**config.mk**
```make
export PLATFORM = sky130hd
export DESIGN_NAME = staged_segment_loader
export DESIGN_NICKNAME = d
export VERILOG_FILES = /design/src/rtl/staged_segment_loader.sv
export SDC_FILE = /design/constraint.sdc
export NUM_CORES = 1
export LEC_CHECK = 0
export BUFFER_PORTS_ARGS = -buffer_cell sky130_fd_sc_hd__buf_2
export CAP_MARGIN = 20
export CORE_MARGIN = 1
export CORE_UTILIZATION = 35
export DETAILED_ROUTE_END_ITERATION = 7
export GPL_TIMING_DRIVEN = 1
export SYNTH_ARGS = -nofsm -noshare
export SYNTH_HDL_FRONTEND = slang
export SYNTH_SLANG_ARGS = --single-unit
```
**constraint.sdc**
```tcl
create_clock -name clk -period 3.9 [get_ports clk]
set_input_delay 0.78 -clock clk [delete_from_list [all_inputs] [get_ports clk]]
set_output_delay 0.78 -clock clk [all_outputs]
set_load 0.02 [all_outputs]
```
**src/rtl/staged_segment_loader.sv**
```systemverilog
// rtl/staged_segment_loader.sv - staged segment loader with prescaled step timing
// Loads a shadowed input word into b one segment at a time, lowest segment first.
module staged_segment_loader #(
   parameter int DATA_W   = 100,
   parameter int SEGS     = 2,
   parameter int TICK_DIV = 4,
   parameter int CNT_W    = 16,
   parameter int FILL     = 1
) (
   input  logic              clk,
   input  logic              rst,
   input  logic              start,
   input  logic              abort,
   input  logic [CNT_W-1:0]  step,
   input  logic [DATA_W-1:0] a,
   output logic [DATA_W-1:0] b,
   output logic [SEGS-1:0]   seg_valid,
   output logic              busy,
   output logic              done
);

   localparam int SEG_W = DATA_W / SEGS;
   localparam int IDX_W = (SEGS > 1) ? $clog2(SEGS) : 1;
   localparam int PS_W  = (TICK_DIV > 1) ? $clog2(TICK_DIV) : 1;
   localparam logic [SEG_W-1:0] FILL_SEG = SEG_W'(FILL);
   localparam logic [IDX_W-1:0] LAST_IDX = IDX_W'(SEGS - 1);
   localparam logic [PS_W-1:0]  PS_TOP   = PS_W'(TICK_DIV - 1);

   typedef enum logic {IDLE, RUN} state_t;

   state_t            state, state_next;
   logic [DATA_W-1:0] shadow;
   logic [CNT_W-1:0]  step_r;
   logic [CNT_W-1:0]  ivl;
   logic [CNT_W-1:0]  ivl_inc;
   logic [PS_W-1:0]   ps;
   logic [IDX_W-1:0]  idx;
   logic              tick;
   logic              accept;
   logic              load;
   logic              finish;
   logic              running;

   assign tick    = (ps == PS_TOP);
   assign ivl_inc = ivl + CNT_W'(1);
   assign busy    = (state == RUN);
   assign running = (state == RUN) && !abort;

   always_ff @(posedge clk or negedge rst) begin
      if (!rst) state <= IDLE;
      else      state <= state_next;
   end

   // abort takes priority over both a pending start and a coincident segment load
   always_comb begin
      state_next = state;
      accept     = 1'b0;
      load       = 1'b0;
      finish     = 1'b0;
      case (state)
         IDLE: begin
            if (start && !abort) begin
               accept     = 1'b1;
               state_next = RUN;
            end
         end
         RUN: begin
            if (abort) begin
               state_next = IDLE;
            end else if (tick && (ivl_inc == step_r)) begin
               load = 1'b1;
               if (idx == LAST_IDX) begin
                  finish     = 1'b1;
                  state_next = IDLE;
               end
            end
         end
         default: state_next = IDLE;
      endcase
   end

   always_ff @(posedge clk or negedge rst) begin
      if (!rst) begin
         b         <= '0;
         seg_valid <= '0;
         done      <= 1'b0;
         shadow    <= '0;
         step_r    <= '0;
         ps        <= '0;
         ivl       <= '0;
         idx       <= '0;
      end else begin
         done <= finish;
         if (accept) begin
            shadow    <= a;
            step_r    <= (step == '0) ? CNT_W'(1) : step;
            b         <= {SEGS{FILL_SEG}};
            seg_valid <= '0;
            ps        <= '0;
            ivl       <= '0;
            idx       <= '0;
         end else if (running) begin
            ps <= tick ? '0 : ps + PS_W'(1);
            if (load) begin
               ivl <= '0;
               idx <= idx + IDX_W'(1);
               for (int k = 0; k < SEGS; k++) begin
                  if (idx == IDX_W'(k)) begin
                     b[k*SEG_W +: SEG_W] <= shadow[k*SEG_W +: SEG_W];
                     seg_valid[k]        <= 1'b1;
                  end
               end
            end else if (tick) begin
               ivl <= ivl_inc;
            end
         end
      end
   end

endmodule

```
==> flow_summary.toml <==
[setup_path]
critPathKind = "reg -> reg"
arrival_ns = 4.00
critPathRequiredTime_ns = 4.30
ff2ff_setup_slack_ns = 0.30
start_kind = "register"
crit_fanout = 51
crit_path_end_kind = "register"
r2r_start = "ivl[0]$_DFFE_PN0P_"
rr_worst_depth = 9
timing.rr.end = "b[68]$_DFFE_PN0P_"

[clock_tree]
post-cts-setup-buffers = 0
clk_transition_reported_paths_ns = 0.06
clockRootBuffer = "clkbuf_16"
h-tree-depth = 1
cts_buffers = 28
cts_tree = "built"
cts.sinks = 239
clk_latency_ns = 0.53
ctsLongestPathBuffers = 3
cts_resized = 0
cts-hold-fix-buffers = 0

[route]
met2WireLength_mm = 12.1
vias_per_cell = 4.74
drt_iter0_drc = 484
antenna_left = 0
wl_met3_mm = 1.57
topRoutingLayerUsed = "met4"
wl_per_cell_microns = 15.3
dr.pass1.iters = 4
num_vias = 7855
finalWirelength_mm = 25.3
drc_errors = 0
wl_met1_mm = 11.3

[global_routing]
grt_max_degree = 98
grtUsageTotal_pct = 16.6
grt_pass1_wl_mm = 41.3
grt_pass1_vias = 8020
antenna_found_initial = 1
overflow = 0

[floorplan]
die_height_microns = 174
die_w_microns = 174
num_rows = 62
fp.dieArea_sq_um = 30200
ios = 224
initial_utilization_pct = 35.8
core-area_sq_um = 28900

[power_and_ir_drop]
p_switching_mw = 1.48
power_frac_seq_pct = 46.3
leakage_nw = 6.80
cellPowerDensity_nw_per_um2 = 476
total_power_mw = 6.06
sw_frac_of_total_pct = 24.4
peakVddDrop_v = 0.000284
p_int_mw = 4.58
p_clk_share_pct = 44.3
combPwrFrac_pct = 9.4

[layout]
layout.nets = 1374
design_area_sq_um = 12700
drive_gt1_share_pct = 22.8
area_delta_synth_final_pct = 23.4
diodes = 0

[synth]
synth_flop_cell = "dfrtp_1"
synth_area_sq_um = 10300
ys_async_sr_fraction_pct = 100
synth_edf_count = 0
yosysTopAreaCell = "dfrtp_1"
yosysUniqueCellTypes = 56
avgSynthCellArea_sq_um = 9.79
synth_top_area_share_pct = 57.9
ys_warn_count = 0
synth_area_leaders = "dfrtp_1, nand2_1, mux2i_1"
synth_nets = 1177
synth_cells = 1055
synth_seq_area_share_pct = 57.9
ys_ff_latch = 239

[placed_design]
numPortBuffers = 223
gp_congestion = 0.912
place_area_sq_um = 11800
dp_hpwl_mm = 16.3

[sta]
slew_headroom_pct = 45.1
finalCritPeriodShare_pct = 92.4
hold_viol = 0
clock_skew_ns = 0.0155
worst_pin_slew_ns = 0.824
holdWs_ns = 0.218
timing.fmax_mhz = 277
finalSetupViolCount = 0
fin_setup_tns_ns = 0
finalMaxSlewViolations = 0
rsz0062_at_grt = "false"
min_period_ns = 3.60

[status]
status = "finished clean"

[run]
cap_violations = 0

[hold_path]
hp-class = "in -> async"
==> cell usage after synthesis (8+ instances only) <==
| master | instances |
|---|---|
| clkbuf_1 | 44 |
| dfrtp_1 | 239 |
| nand2_1 | 470 |
| nand4_1 | 8 |
| nor3_1 | 9 |
| xor2_1 | 8 |
| xnor2_1 | 10 |
| mux2i_1 | 100 |
| nand3_1 | 19 |
| o21ai_0 | 10 |
| buf_2 | 10 |
| nor2_1 | 16 |
==> worst max path at each step <==
stage                        from           endpoint  slack [ns]  cells after the start
2_1_floorplan  ivl[0]$_DFFE_PN0P_  b[50]$_DFFE_PN0P_        0.83                     11
3_3_place_gp   ivl[0]$_DFFE_PN0P_  b[62]$_DFFE_PN0P_        0.36                      9
3_5_place_dp   ivl[0]$_DFFE_PN0P_  b[55]$_DFFE_PN0P_        0.29                      9
4_1_cts        ivl[0]$_DFFE_PN0P_  b[59]$_DFFE_PN0P_        0.32                      9
5_1_grt        ivl[0]$_DFFE_PN0P_  b[26]$_DFFE_PN0P_        0.06                      9
6_report       ivl[0]$_DFFE_PN0P_  b[68]$_DFFE_PN0P_        0.30                      9
==> layout make-up <==
| cell class | count | area [sq um] |
|---|---|---|
| inverters | 4 | 15.0 |
| fillers | 2866 | 16100 |
| repair buffers | 237 | 1290 |
| multi-input cells | 742 | 4010 |
| clock buffers | 39 | 792 |
| flip-flops and latches | 239 | 5980 |
| well taps | 384 | 480 |
| clock inverters | 11 | 166 |
==> stage by stage <==
stage | std cells | utilization [%] | worst slack, ns
finish | 1656 | 44.1 | 0.296
global route | 1656 | 44.1 | 0.0627
CTS | 1656 | 44.1 | 0.315
detailed placement | 1606 | 40.8 | 0.290
global placement | 1606 | 40.8 | 0.365
floorplan | 1055 | - | 0.830
==> worst max-delay path, cell delays in order, from the launching register on <==
cell	delay, ns
dfrtp_1	0.44
ha_1	0.39
xor3_1	0.46
or4_1	0.41
a21oi_1	0.12
or3_1	0.14
or4b_4	0.56
or3_2	0.51
buf_12	0.24
mux2i_1	0.16
==> registers in the layout, indices dropped and copies added, names as in the netlist <==
register	flops
busy	1
done	1
b	100
ps	2
seg_valid	2
step_r	16
shadow	100
idx	1
ivl	16
==> placed cells by master (no fill, tap or decap), types with 2 or more instances in the layout <==
master / instances
a21oi_1: 4
a22oi_1: 4
a31oi_1: 4
a32oi_1: 5
a41oi_1: 2
and3_1: 3
and4_1: 3
buf_12: 5
buf_2: 222
buf_4: 9
bufinv_16: 4
clkbuf_1: 6
clkbuf_16: 28
clkbuf_8: 5
clkinv_2: 6
dfrtp_1: 239
ha_1: 2
inv_1: 4
mux2i_1: 100
nand2_1: 469
nand3_1: 19
nand4_1: 8
nand4b_1: 2
nor2_1: 16
nor3_1: 8
nor3b_1: 4
nor4_1: 4
nor4b_1: 5
o2111ai_1: 6
o211ai_1: 4
o21a_1: 2
o21ai_0: 10
o21bai_1: 2
o311ai_0: 3
o31ai_1: 5
or3_1: 5
or4_1: 2
xnor2_1: 10
xor2_1: 8
==> power by group through the flow <==
stage	Clock, mW	Combinational, mW	Sequential (mW)
after detailed placement	0	0.581	2.85
after global routing	2.87	0.661	2.83
after floorplan	0	0.396	2.80
after CTS	2.77	0.585	2.80
final	2.69	0.571	2.81
after global placement	0	0.565	2.84
==> routing by layer <==
layer | up-vias | GRT usage, %
li1 | 3870 | -
met1 | 3772 | 21.1
met2 | 182 | 28.3
met3 | 31 | 4.34
met4 | 0 | 3.80
met5 | - | 0
==> logic make-up after synthesis <==
family	share of synthesized area (%)
compound gates	3.95
flops	57.9
mux	9.80
buf+inv	3.39
xor+xnor	1.91
fa+ha+maj	0.242
simple gates	22.8
No activity file was read; power rests on OpenSTA's default activity.
